<file path="src/rtl/pc_recovery_ctrl.sv">
// Next-PC generator for the Hamming-protected PC register. On an uncorrectable
// PC error it replays from the last confirmed successor, retries, then traps.
module pc_recovery_ctrl #(
    parameter logic [31:0] RESET_VECTOR = 32'h0000_0000,
    parameter logic [31:0] TRAP_VECTOR  = 32'h0000_0100,
    parameter int unsigned MAX_RETRY    = 3,
    parameter int unsigned ERR_CNT_W    = 8
) (
    input  logic                 clk,
    input  logic                 rstN,
    input  logic [31:0]          pc_corrected,
    input  logic                 pc_double_err,
    input  logic                 branch_taken,
    input  logic [31:0]          branch_target,
    output logic [31:0]          next_pc,
    output logic                 commit_en,
    output logic                 recovery_active,
    output logic                 fault,
    output logic [ERR_CNT_W-1:0] err_count
);

    localparam int unsigned    RW         = (MAX_RETRY > 1) ? $clog2(MAX_RETRY) : 1;
    localparam logic [RW-1:0]  RETRY_LAST = RW'(MAX_RETRY - 1);

    typedef enum logic [1:0] {
        S_NORMAL,
        S_REPLAY,
        S_CHECK,
        S_FAULT
    } state_t;

    state_t                 state_q, state_d;
    logic                   pc_vld_d1_q;
    logic [31:0]            next_d1_q;
    logic [31:0]            resume_pc_q, resume_pc_d;
    logic [RW-1:0]          retry_cnt_q, retry_cnt_d;
    logic                   fault_q, fault_d;
    logic [ERR_CNT_W-1:0]   err_count_q, err_count_d;

    logic [31:0]            seq_pc;
    logic                   flag;

    assign seq_pc = branch_taken ? branch_target : pc_corrected + 32'd4;
    // The flag refers to the previous cycle's PC, which does not exist right after reset.
    assign flag   = pc_double_err & pc_vld_d1_q;

    always_comb begin
        state_d     = state_q;
        resume_pc_d = resume_pc_q;
        retry_cnt_d = retry_cnt_q;
        fault_d     = fault_q;
        err_count_d = err_count_q;
        next_pc     = seq_pc;
        commit_en   = 1'b0;
        unique case (state_q)
            S_NORMAL: begin
                if (flag) begin
                    next_pc     = resume_pc_q;
                    retry_cnt_d = '0;
                    state_d     = S_REPLAY;
                    if (err_count_q != {ERR_CNT_W{1'b1}})
                        err_count_d = err_count_q + ERR_CNT_W'(1);
                end else if (pc_vld_d1_q) begin
                    commit_en   = 1'b1;
                    resume_pc_d = next_d1_q;
                end
            end
            // The flag this cycle belongs to the discarded value; only the replay's successor matters.
            S_REPLAY: begin
                state_d = S_CHECK;
            end
            S_CHECK: begin
                if (!flag) begin
                    commit_en   = 1'b1;
                    resume_pc_d = next_d1_q;
                    state_d     = S_NORMAL;
                end else if (retry_cnt_q != RETRY_LAST) begin
                    retry_cnt_d = retry_cnt_q + RW'(1);
                    next_pc     = resume_pc_q;
                    state_d     = S_REPLAY;
                end else begin
                    next_pc = TRAP_VECTOR;
                    fault_d = 1'b1;
                    state_d = S_FAULT;
                end
            end
            S_FAULT: begin
                next_pc = TRAP_VECTOR;
            end
            default: begin
                state_d = S_NORMAL;
            end
        endcase
    end

    always_ff @(posedge clk or negedge rstN) begin
        if (!rstN) begin
            state_q     <= S_NORMAL;
            pc_vld_d1_q <= 1'b0;
            next_d1_q   <= RESET_VECTOR;
            resume_pc_q <= RESET_VECTOR;
            retry_cnt_q <= '0;
            fault_q     <= 1'b0;
            err_count_q <= '0;
        end else begin
            state_q     <= state_d;
            pc_vld_d1_q <= 1'b1;
            next_d1_q   <= seq_pc;
            resume_pc_q <= resume_pc_d;
            retry_cnt_q <= retry_cnt_d;
            fault_q     <= fault_d;
            err_count_q <= err_count_d;
        end
    end

    assign recovery_active = (state_q != S_NORMAL);
    assign fault           = fault_q;
    assign err_count       = err_count_q;

endmodule

</file>
<file path="config.mk">
export PLATFORM = sky130hd
export DESIGN_NAME = pc_recovery_ctrl
export DESIGN_NICKNAME = d
export VERILOG_FILES = /design/src/rtl/pc_recovery_ctrl.sv
export SDC_FILE = /design/constraint.sdc
export NUM_CORES = 1
export LEC_CHECK = 0
export ABC_AREA = 1
export ABC_CLOCK_PERIOD_IN_PS = 2300
export BUFFER_PORTS_ARGS = -buffer_cell sky130_fd_sc_hd__buf_2
export CORE_AREA = 10 10 103 105
export CTS_BUF_LIST = sky130_fd_sc_hd__clkbuf_4 sky130_fd_sc_hd__clkbuf_8
export DETAILED_ROUTE_END_ITERATION = 10
export DIE_AREA = 0 0 113 115
export HOLD_SLACK_MARGIN = 0.03
export MAX_ROUTING_LAYER = met4
export PLACE_DENSITY = 0.92
export SLEW_MARGIN = 10
export SYNTH_ARGS = -nofsm -noshare
export SYNTH_HDL_FRONTEND = slang
export SYNTH_SLANG_ARGS = --single-unit
</file>
<file path="constraint.sdc">
create_clock -name clk -period 2.3 [get_ports clk]
set_input_delay 0.46 -clock clk [delete_from_list [all_inputs] [get_ports clk]]
set_output_delay 0.46 -clock clk [all_outputs]
set_load 0.02 [all_outputs]
</file>
After elaboration in Yosys (flattened, before gate mapping)
Cells that the tools add are included.
Widths: inputs -> output; s select.
{ "totals": {"regBits": 78, "input_bits": 68, "output_inout_bits": 43, "elab_cells": 53} }
{ "classes": {"n_addsub": 3, "eq_ne": 11, "n_mux": 21, "bitwise_logic": 2, "n_reduce_logical": 9} }
{ "op_table": {"columns": ["cell", "count"], "rows": [
  ["$mux 32", 7],
  ["$pmux 32 s3", 1],
  ["$pmux 32 s2", 1],
  ["$add 32x3->32 const B", 1],
  ["$ne 2x2->1 const B", 7],
  ["$mux 2", 6],
  ["$add 8x1->8 const B", 1],
  ["$ne 8x8->1 const B", 1],
  ["$reduce_and 4->1", 2],
  ["$pmux 2 s3", 1],
  ["$reduce_and 3->1", 2],
  ["$eq 2x2->1 const B", 2],
  ["$pmux 2 s2", 1],
  ["$reduce_bool 2->1", 2],
  ["$mux 1", 3],
  ["$reduce_bool 3->1", 1],
  ["$add 2x1->2 const B", 1],
  ["$eq 2x1->1 const B", 1],
  ["$logic_not 2->1", 1],
  ["$pmux 1 s2", 1],
  ["$reduce_and 2->1", 1],
  ["$and 1x1->1", 1],
  ["$not 1->1", 1]
]} }

Depth between registers and ports, before layout
{ "logic_depth": {"ltp_word": 4, "ltp_mapped": 11} }

Worst setup path after synthesis
Ideal clock, no wire load.
{ "synth_path": {"path_kind": "input port to output port", "start": "input port pc_corrected[2]", "end": "output port next_pc[22]", "t_arrival_ps": 1656, "required_ps": 1840, "slack_ps": 184, "stages": 9, "cell_sequence": "ha_1 -> nand2_1 -> nor2_2 -> nand2_4 -> nor2_8 -> nand3_1 -> nand3_1 -> o21ai_1 -> a21oi_1"} }
{ "synth_between": {"elab_chain_cells": 4, "elab_cells_between_ends": 5, "cone_classes": "1 x add/sub; 4 x mux"} }
{ "synth_lines": {"columns": ["element", "line_no", "text"], "rows": [
  ["start, declared", "11", "input logic [31:0] pc_corrected,"],
  ["$add 32x3->32 *", "43", "assign seq_pc = branch_taken ? branch_target : pc_corrected + 32'd4;"],
  ["$mux 32 *", "43", null],
  ["$mux 32, on equally long branches", "73, 57", null],
  ["$pmux 32 s3 *", "55", "unique case (state_q)"],
  ["end, declared", "15", "output logic [31:0] next_pc,"]
]} }
Every way passes the cells marked *; elsewhere a longest branch is shown, timed or not.

Worst setup path in the final report
{ "layout_path": {"start": "register state_q[1]", "end": "output port next_pc[1]"} }
{ "layout_between": {"elab_chain_cells": 2, "elab_cells_between_ends": 4, "cone_classes": "2 x eq/ne; 1 x mux; 1 x reduce/logical"} }
{ "layout_lines": {"columns": ["element", "line_no", "text"], "rows": [
  ["start, declared", "32", "state_t state_q, state_d;"],
  ["start signal, assigned", "106", "state_q <= state_d;"],
  ["$eq 2x2->1 / $logic_not 2->1 (equally long branches)", "55", null],
  ["$pmux 32 s3 *", "55", null]
]} }
Marked as above.

==> impl_summary.txt <==
----------------------------------------------------
[Run]
  Maximum Capacitance Violations ... 0

[Layout]
  Post-layout instance count excluding filler cells ... 875
  Syn-to-layout area delta ... 37.2%
  Diode count ... 0
  Fraction of layout instances using a drive strength above 1 ... 39.8%
  Leading cell type in the layout, fill and taps excluded ... nand2_1
  Count of nets after finishing ... 840
  Layout fillers ... 602
  Commonest cells after routing, fill and taps aside ... nand2_1 (145), buf_2 (83), dfrtp_1 (77)

[Die]
  Core region area ... 0.00855 sq mm
  Starting density of the core ... 54.9%
  Number of I/O pins ... 111
  Overall die width ... 113 microns
  Die area ... 0.0130 sq mm
  Site Rows ... 34
  Die height ... 115 microns

[Clock network]
  Num Clock Sinks ... 78
  Worst-case clock buffer depth ... 2
  CTS Hold Bufs ... 0
  Clock root cell ... clkbuf_8
  Inserted Clock Buffers ... 9
  TritonCTS clock tree ... done
  CTS H-Tree Depth ... 3
  Clock transition time at the flip-flop clock pins of the worst setup and hold paths ... 70 ps
  Clock latency at the later pin of the worst-skew pair ... 340 ps

[Place]
  Worst slack, placed ... -126 ps
  Number of input and output port buffers inserted ... 110
  DP Wirelength ... 10600 microns
  Weighted congestion at the end of routability-driven global placement ... 0.933
  Number of placed cells counting well taps ... 839

[Worst setup path]
  Critical path class ... register to output port
  Number of cells on the worst reg-to-reg path ... 11
  Depth of the critical timing path with buffers and inverters included ... 8
  Required time at the endpoint of the critical path ... 1840 ps
  Critical Path Start Type ... register
  Cell class contributing the biggest share of worst-path delay ... buffers and inverters
  Crit-path max FO ... 19
  Slowest Stage Delay on Critical Path ... 410 ps
  Total buffers and inverters traversed by the critical path ... 4
  Crit path top cell by count ... inv_2
  Kind of capture point of the worst setup path ... output port
  CP max-delay cell ... dfrtp_1
  List of cells traversed by the critical path ... inv_2 > ha_4 > nor2_4 > inv_2 > buf_8 > nor2_1 > nor3_2 > buf_4
  Crit path DAT ... 1990 ps

[Logic synthesis]
  Number of unique standard cell types used by synthesis ... 37
  Count of state elements after synthesis ... 78
  Fraction of registers with async set/reset ... 100%
  Number of instances in the synthesized netlist ... 610
  Synthesis Warnings ... 0
  Most area-consuming cells after synthesis ... dfrtp_1 (42%), nand2_1 (12%), mux2_2 (7.9%)
  Top FF cell, synth ... dfrtp_1
  Average instance area after synthesis ... 7.70 sq um
  Post-synth net total ... 687
  Seq/Total Area, Yosys ... 41.6%
  Count of flip-flops with a built-in enable after synthesis ... 0
  Synth area leader ... dfrtp_1
  Fraction of post-synthesis cell area in the top cell type by area ... 41.6%
  Mapped Area ... 0.00470 sq mm

[Power]
  Maximum resistive drop on vdd ... 0.000515 V
  Power per cell area ... 1180 mW/mm^2
  Internal Power ... 4490 uW
  Leakage power ... 0.00325 uW
  Post-layout total power ... 7600 uW
  Register share of total power ... 27.7%
  Switching portion of total power ... 40.9%
  Reported net switching power ... 3110 uW
  Combinational share of power ... 55.3%
  Proportion of power drawn by the clock network ... 17.0%

[Timing]
  Final clock period utilization by the worst path ... 107%
  Worst hold slack across all endpoints ... 144 ps
  Max Clock Freq ... 0.408 GHz
  Setup repair after global routing missed its margin ... true
  Max-slew violation total from the final report ... 0
  Setup skew after layout ... 5.31 ps
  Number of setup violations in the final report ... 31
  Worst slew margin relative to its limit ... 56.2%
  Final critical delay including setup and external delays ... 2450 ps
  Worst-case setup margin in the final layout ... -152 ps
  Total count of hold-check failures in the final report ... 0
  Setup TNS ... -2140 ps
  Slew at the pin with the worst max-slew slack ... 657 ps

[Route]
  Antenna-violating nets left ... 0
  Via-per-instance ratio ... 5.51
  Highest metal layer with signal wires ... met4
  Met1 Routed Length ... 6840 microns
  Final WL ... 16600 microns
  Total DRC errors in the routed layout ... 0
  Vias after detailed routing ... 4825
  Drt first-iter violations ... 349
  Met3 WL ... 869 microns
  Post-detailed-route wirelength per cell ... 19.0 microns
  Number of optimization iterations in the first detailed-route pass ... 5
  Routed length on met2 ... 8150 microns

[Run status]
  Failing checks ... negative setup slack
  Status ... complete, but fails checks

[GRT]
  GRT Total Usage ... 24.8%
  Vias in the first global route ... 4926
  Number of antenna violations at the first check in global routing ... 0
  Residual overflow from global routing ... 0
  First-pass GRT wire length ... 25100 microns
  Maximum number of pins on one net before global-route repair ... 51

[Hold path]
  Worst Hold Class ... primary input to asynchronous set/reset pin

----------------------------------------------------
## power groups by stage
| stage | clock (uW) | combinational (uW) | sequential (uW) |
|---|---|---|---|
| after CTS | 1290 | 3870 | 2040 |
| after global routing | 1360 | 4420 | 2120 |
| after floorplan | 0 | 1880 | 2010 |
| after global placement | 0 | 2760 | 1990 |
| final | 1290 | 4200 | 2100 |
| after detailed placement | 0 | 2850 | 2020 |
## worst paths after layout
kind                                         from              end  slack [ps]
worst max-delay path                   state_q[1]       next_pc[1]        -150
worst min-delay path                         rstN   resume_pc_q[1]         140
worst max register to register         state_q[1]  resume_pc_q[12]          60
worst min register to register      next_d1_q[16]  resume_pc_q[16]         490
max in group asynchronous                    rstN       state_q[0]        1550
min in group clk                branch_target[22]    next_d1_q[22]         360
## kinds of logic (layout without fill, tap and decap cells)
| family | Yosys count | in the layout | share of synthesized area [%] |
|---|---|---|---|
| AOI/OAI and AO/OA | 69 | 69 | 8.20 |
| xor gates and xnor gates | 8 | 8 | 1.49 |
| muxes | 33 | 33 | 7.91 |
| adders and majority gates | 9 | 9 | 2.40 |
| other | 1 | 1 | 0.0798 |
| buffers and inverters | 100 | 257 | 8.76 |
| DFF | 78 | 78 | 41.6 |
| and+or+nand+nor | 312 | 312 | 29.6 |
## synthesized netlist by cell type (all sizes together) (2+ instances only)
library cell  number
nand2            162
nor2              87
inv               81
dfrtp             78
nand3             43
o21ai             39
mux2              33
a21oi             20
buf               11
ha                 9
clkbuf             7
o211ai             7
nor3               6
or2                6
xor2               5
and2               3
nand3b             3
xnor2              3
nand4              2
## registers in the layout, summed over array words and instances, names as in the netlist
register,cells
err_count,8
resume_pc_q,32
retry_cnt_q,2
state_q,2
next_d1_q,32
fault,1
pc_vld_d1_q,1
## per-layer routing
metal / track usage [%] / vias to the layer above
met1: 29.4 / 2284
met4: 9.73 / 0
met2: 41.7 / 241
met5: - / -
li1: - / 2238
met3: 3.80 / 62
## area by class of cell
| cell class | instances | area (sq um) | share of cell area, % |
|---|---|---|---|
| Timing Repair inverter | 1 | 8.76 | 0.136 |
| Timing Repair Buffer | 159 | 1170 | 18.1 |
| Clock buffer | 12 | 165 | 2.56 |
| Sequential cell | 78 | 1950 | 30.3 |
| Tap cell | 108 | 135 | 2.10 |
| Multi-Input combinational cell | 432 | 2600 | 40.4 |
| Clock inverter | 3 | 90.1 | 1.40 |
| Inverter | 82 | 320 | 4.97 |
## repair_timing
item,in CTS,in global routing
endpoints found under the setup margin,32,37
resized for setup,98,37
pin swaps,6,5
gates cloned,2,1
setup buffers,15,4
## metrics by stage
| stage | utilization, % | cell area [sq um] |
|---|---|---|
| after floorplan | - | 4700 |
| final | 75.4 | 6440 |
| after detailed placement | 64.9 | 5550 |
| after CTS | 73.3 | 6270 |
| after global routing | 75.4 | 6440 |
| after global placement | 64.9 | 5550 |
(Power assumes the default switching activity.)
